===== src/rtl/collision_ctrl.sv =====
// Game-state controller: button debounce, per-frame dino/obstacle collision verdict, IDLE/RUN/DEAD FSM.
// Optional macro HIT_FILTER_EN replaces the single-pixel hit flag with a saturating overlap counter.
module collision_ctrl #(
  parameter int H_ACTIVE        = 640,
  parameter int V_ACTIVE        = 480,
  parameter int DEBOUNCE_CYCLES = 250000,
  parameter int DEAD_FRAMES     = 30,
  parameter int MIN_HIT_PIXELS  = 4
) (
  input  logic       clk,
  input  logic       rst,
  input  logic [9:0] pix_x,
  input  logic [9:0] pix_y,
  input  logic       dino_px,
  input  logic       obstacle_px,
  input  logic       btn,
  output logic       collision,
  output logic       running,
  output logic       restart,
  output logic       frame_tick
);

  localparam int DB_W   = $clog2(DEBOUNCE_CYCLES + 1);
  localparam int DEAD_W = $clog2(DEAD_FRAMES + 1);

  // The overlap threshold must be reachable by the 8-bit saturating counter.
  if (MIN_HIT_PIXELS < 1 || MIN_HIT_PIXELS > 255) begin : g_bad_min_hit
    $error("collision_ctrl: MIN_HIT_PIXELS out of range 1..255");
  end

  typedef enum logic [1:0] {
    ST_IDLE,
    ST_RUN,
    ST_DEAD
  } state_t;

  state_t state, state_next;

  logic            btn_meta, btn_sync, btn_db, press;
  logic [DB_W-1:0] db_cnt;
  logic [DEAD_W-1:0] dead_cnt;
  logic            visible, frame_end, overlap, hit;

  always_ff @(posedge clk) begin
    if (rst) begin
      btn_meta <= 1'b0;
      btn_sync <= 1'b0;
    end else begin
      btn_meta <= btn;
      btn_sync <= btn_meta;
    end
  end

  // Counter runs only while the synchronized level differs from the debounced one,
  // so any return to the old level restarts the stability window.
  always_ff @(posedge clk) begin
    if (rst) begin
      db_cnt <= '0;
      btn_db <= 1'b0;
      press  <= 1'b0;
    end else begin
      press <= 1'b0;
      if (btn_sync == btn_db) begin
        db_cnt <= '0;
      end else if (db_cnt == DB_W'(DEBOUNCE_CYCLES - 1)) begin
        db_cnt <= '0;
        btn_db <= btn_sync;
        press  <= btn_sync;
      end else begin
        db_cnt <= db_cnt + DB_W'(1);
      end
    end
  end

  always_comb begin
    visible   = (pix_x < 10'(H_ACTIVE)) && (pix_y < 10'(V_ACTIVE));
    frame_end = (pix_x == 10'(H_ACTIVE - 1)) && (pix_y == 10'(V_ACTIVE - 1));
    overlap   = dino_px && obstacle_px && visible;
  end

`ifdef HIT_FILTER_EN
  logic [7:0] hit_cnt;
  logic [8:0] hit_sum;

  always_comb begin
    hit_sum = {1'b0, hit_cnt} + 9'(overlap);
    hit     = hit_sum >= 9'(MIN_HIT_PIXELS);
  end

  always_ff @(posedge clk) begin
    if (rst) begin
      hit_cnt <= '0;
    end else if (frame_end || state != ST_RUN) begin
      hit_cnt <= '0;
    end else if (overlap && hit_cnt != '1) begin
      hit_cnt <= hit_cnt + 8'd1;
    end
  end
`else
  logic hit_flag;

  always_comb begin
    hit = hit_flag || overlap;
  end

  always_ff @(posedge clk) begin
    if (rst) begin
      hit_flag <= 1'b0;
    end else if (frame_end || state != ST_RUN) begin
      hit_flag <= 1'b0;
    end else if (overlap) begin
      hit_flag <= 1'b1;
    end
  end
`endif

  always_comb begin
    state_next = state;
    case (state)
      ST_IDLE: if (press) state_next = ST_RUN;
      ST_RUN:  if (frame_end && hit) state_next = ST_DEAD;
      ST_DEAD: if (press && dead_cnt >= DEAD_W'(DEAD_FRAMES)) state_next = ST_IDLE;
      default: state_next = ST_IDLE;
    endcase
  end

  // Outputs are registered from state_next so they change on the same edge as the state.
  always_ff @(posedge clk) begin
    if (rst) begin
      state      <= ST_IDLE;
      collision  <= 1'b1;
      running    <= 1'b0;
      restart    <= 1'b0;
      frame_tick <= 1'b0;
    end else begin
      state      <= state_next;
      collision  <= state_next != ST_RUN;
      running    <= state_next == ST_RUN;
      restart    <= (state == ST_IDLE) && press;
      frame_tick <= frame_end;
    end
  end

  always_ff @(posedge clk) begin
    if (rst) begin
      dead_cnt <= '0;
    end else if (state != ST_DEAD) begin
      dead_cnt <= '0;
    end else if (frame_end && dead_cnt < DEAD_W'(DEAD_FRAMES)) begin
      dead_cnt <= dead_cnt + DEAD_W'(1);
    end
  end

endmodule


===== config.mk =====
export PLATFORM = sky130hd
export DESIGN_NAME = collision_ctrl
export DESIGN_NICKNAME = d
export VERILOG_FILES = /design/src/rtl/collision_ctrl.sv
export SDC_FILE = /design/constraint.sdc
export NUM_CORES = 1
export LEC_CHECK = 0
export ABC_AREA = 1
export CORE_ASPECT_RATIO = 0.9
export CORE_MARGIN = 4
export CORE_UTILIZATION = 45
export CTS_CLUSTER_SIZE = 10
export DETAILED_ROUTE_END_ITERATION = 12
export PLACE_DENSITY_LB_ADDON = 0.12
export SLEW_MARGIN = 20
export SYNTH_ARGS = -nofsm -noshare
export SYNTH_HDL_FRONTEND = slang
export SYNTH_SLANG_ARGS = --single-unit
export TNS_END_PERCENT = 20

===== constraint.sdc =====
create_clock -name clk -period 3.3 [get_ports clk]
set_input_delay 0.495 -clock clk [delete_from_list [all_inputs] [get_ports clk]]
set_output_delay 0.495 -clock clk [all_outputs]
set_load 0.05 [all_outputs]

[Yosys cells after proc, flatten, opt, wreduce, memory -nomap -nowiden]
Cells that the tools add are included.
Storage, ports and cells
  output and inout bits: 4
  bits in registers: 34
  word-level logic and storage cells: 50
  bits of input ports: 25
Operators by class
  equal/unequal tests: 10
  order comparisons: 4
  add/subtract/negate cells: 2
  bitwise logic cells: 2
  reduce and logical (&&, ||, !) cells: 16
  muxes and demuxes: 4
Operators with widths (count)
  $add 18x1->18 const B: 1
  $eq 18x18->1 const B: 1
  $eq 10x10->1 const B: 1
  $eq 10x9->1 const B: 1
  $lt 10x10->1 const B: 1
  $lt 10x9->1 const B: 1
  $logic_and 1x1->1: 8
  $mux 2: 3
  $pmux 2 s3: 1
  $reduce_or 3->1: 2
  $add 5x1->5 const B: 1
  $ge 5x5->1 const B: 1
  $lt 5x5->1 const B: 1
  $eq 2x1->1 const B: 2
  $ne 2x1->1 const B: 2
  $reduce_or 2->1: 2
  $eq 2x2->1 const B: 1
  $logic_not 2->1: 1
  $logic_or 1x1->1: 2
  $ne 2x2->1 const B: 1
  $not 1->1: 2
  $reduce_and 2->1: 1
  $eq 1x1->1: 1

[Longest topological paths before layout]
  word-level depth: 8
  depth in mapped cells: 9
  mapped depth without buffers: 9

[Least setup slack after synthesis]
OpenSTA, ideal clock, no wires.
  path kind: register to register
  from: reg db_cnt[0]
  to: reg db_cnt[15]
  data arrival time: 1307 ps
  setup time: 115 ps
  cell stages (with the launch flop): 10
  clock period less this slack: 1421 ps
  path buffers: 1
  setup slack: 1879 ps
  path through: dfxtp_1 -> ha_1 -> nand2_1 -> nor2_2 -> inv_2 -> nor2_4 -> nand3_2 -> nand2_4 -> buf_6 -> nor2_1
Between the ends
  longest elaborated chain between the ends: 2
RTL lines
  start: declaration: line 40  | logic [DB_W-1:0] db_cnt;
  start signal: assignment: line 70  | db_cnt <= db_cnt + DB_W'(1);
  parallel branches: the longest is 2 deep, another holds $add 18x1->18
Parallel ways; which one is timed is not known.
A chain may end at the register's enable or synchronous reset.

[Final worst setup path]
  from: reg collision
  to: out collision
RTL lines
  start: declaration: line 17  | output logic collision,
  start signal: assignment: line 131  | collision <= 1'b1;
  start signal: assignment: line 137  | collision <= state_next != ST_RUN;
No word-level cell between the ends.

==> run summary <==
status - finished, final reports clean
CTS tree - built
min-delay worst type - reg2reg
r2r startpoint - db_cnt[0]
Core Area - 3503 um^2
root buf cell - clkbuf_8
reg-to-reg setup timing slack - 1.70 ns
Iter 0 DRT Violations - 106
initial antenna violation count - 0
terminus of the critical flop-to-flop path - db_cnt[16]
Post-CTS Setup Bufs - 0
largest net degree at the start of global routing - 19
Most used DFF post-synth - dfxtp_1
unrepaired setup endpoints after global routing - no
clk_lat worst skew - 0.29 ns
grt ovf - 0
clk_skew - 0.006843 ns
Crit. Startpoint - collision
routed via count - 1,526
most frequent cells in the layout - 51 x nand2_1, 43 x nor2_1, 34 x dfxtp_1, 33 x inv_1, 28 x clkdlybuf4s50_1
WL/cell - 10.44 um
Power Dens Cells - 433.3 nW/um^2
critical path start-end classification - reg2out
GRT Util Overall - 0.1674
FP Rows - 20
cts bufs inserted - 5
maximum VDD drop - 232.8 uV
Synth Cell Area - 1689 um^2
cell count after synthesis - 244
end of the critical path - collision
Clock Power Share - 0.510
Slowest cell on crit path - clkdlybuf4s50_1
asr flop ratio synth - 0
clock transition at the registers of the reported paths - 0.07 ns
# placed instances - 314
Port Buf Inserts - 28
Max Freq - 530.5 MHz
worst path required time - 2.80 ns
GPL Wtd Cong - 0.7894
max-cap violation count - 0
Max Slew Vio Count - 0
YS warnings - 0
non-filler cells, final - 322
Fin Setup TNS - 0 ns
H-tree levels - 2
Syn Nets - 272
CP top delay family - buffers and inverters
Worst Path Arrival - 1.39 ns
Initial Utilization - 0.4821
worst path buffer plus inverter count - 1
Worst Setup End Kind - primary output
drt drc - 0
flops & latches, synth - 34
Max clock buf depth - 2
Place WS - 1.281 ns
commonest non-fill, non-tap cell in the layout - nand2_1
overall power - 932.0 uW
Post-Route WL - 3.362 mm
post-route ant nets - 0
Reg power frac - 0.443
Layout fillers - 358
Net Sw Power - 168.9 uW
Total Die Area - 4799 um^2
Avg Cell Area, Syn - 6.923 um^2
ordered cell list for the critical path - clkdlybuf4s50_1
CTS Sinks - 34
Final Hold Viols - 0
WP depth - 1
Seq/Total Area, Yosys - 0.4030
setup violators final - 0
post-route minimum period - 1.885 ns
Final period util - 0.5712
Post-synth EDFFs - 0
CP Max Fanout - 1
Gate power share - 0.048
share of layout cells above drive strength 1 - 0.07554
Die Y - 66.12 um
Distinct cells, synth - 27
Layout Nets - 305
Top Ports - 29
Die Wd - 72.58 um
first-pass GRT wire length - 6.147 mm
Least-Margin Pin Slew - 0.4981 ns
Setup WS post-layout - 1.415 ns
CTS Hold Bufs - 0
relative slew slack - 0.6669
DRT Pass-1 Iters - 4
R2R depth - 8
vias per inst - 4.739
internal power - 763.1 uW
Net Sw Frac - 0.1812
DP Wirelength - 2.649 mm
ant diodes - 0
Area growth, synth to finish - 27.33%
vias in the first global route - 1,407
CP Launch Type - flip-flop
slowest stage delay, CP - 0.79 ns
leakage power - 0.7352 nW
post-CTS sizing - 0
-- kinds of logic (layout without fill, tap and decap cells) --
group,Yosys count,in the layout,synth area share
XOR/XNOR,8,8,0.04148
buffers and inverters,36,70,0.08518
AO/OA/AOI/OAI,24,24,0.07852
adder cells (fa/ha/maj),3,3,0.02222
flip-flops,34,34,0.4030
AND/OR/NAND/NOR,139,139,0.3696
-- cell usage after synthesis (2+ instances only) --
master / instances / area share
nand4_1: 7 / 0.026
nor3_1: 3 / 0.0089
xnor2_1: 3 / 0.016
inv_1: 33 / 0.073
nand3_1: 21 / 0.062
nand2_2: 2 / 0.0074
nand2_1: 51 / 0.11
nor2_2: 4 / 0.015
nor2_1: 43 / 0.096
xor2_1: 5 / 0.026
a21oi_2: 2 / 0.010
dfxtp_1: 34 / 0.40
nor2_4: 2 / 0.013
a21oi_1: 17 / 0.050
o21ai_0: 3 / 0.0089
ha_1: 3 / 0.022
-- how the worst min path moves through the flow --
stage,to,start,slack (ns),cells after the start
6_report,btn_sync,btn_meta,0.41,2
5_1_grt,btn_sync,btn_meta,0.42,2
3_5_place_dp,btn_sync,btn_meta,0.40,2
2_1_floorplan,btn_sync,btn_meta,0.39,2
3_3_place_gp,btn_sync,btn_meta,0.40,2
4_1_cts,btn_sync,btn_meta,0.42,2
-- flip-flops by register name, summed over array words and instances (netlist names) --
name / flops
btn_db: 1
db_cnt: 18
restart: 1
state: 2
running: 1
dead_cnt: 5
hit_flag: 1
btn_meta: 1
frame_tick: 1
btn_sync: 1
press: 1
collision: 1
-- layer usage --
layer	wire (um)	up-vias	track usage	part of all wire
met5	0	-	0	0
met4	77	0	0.08986	0.023
li1	-	836	-	-
met3	261	7	0.05319	0.078
met1	1779	644	0.2394	0.53
met2	1244	39	0.2173	0.37
-- layout make-up --
class / instances / area, um^2 / share of cell area
inverters: 34 / 127.6 / 0.05934
flip-flops and latches: 34 / 680.7 / 0.3165
clock inverters: 2 / 60.06 / 0.02792
multi-input cells: 174 / 864.6 / 0.4020
clock buffers: 6 / 82.58 / 0.03839
repair buffers: 28 / 280.3 / 0.1303
well taps: 44 / 55.05 / 0.02560
-- power groups by stage --
stage / clock network, mW / registers, mW / logic, mW
after global placement: 0 / 0.422 / 0.0443
after detailed placement: 0 / 0.422 / 0.0446
after CTS: 0.490 / 0.412 / 0.0449
after floorplan: 0 / 0.422 / 0.0144
after global routing: 0.510 / 0.412 / 0.0495
final: 0.475 / 0.412 / 0.0445
-- per-stage QoR --
stage	hold slack (ns)	area [um^2]	utilization
after floorplan	0.3883	1689	-
after global placement	0.3956	2008	0.5732
after detailed placement	0.4006	2008	0.5732
after CTS	0.4170	2151	0.6139
after global routing	0.4242	2151	0.6139
final	0.4117	2151	0.6139
(Power assumes the default switching activity.)
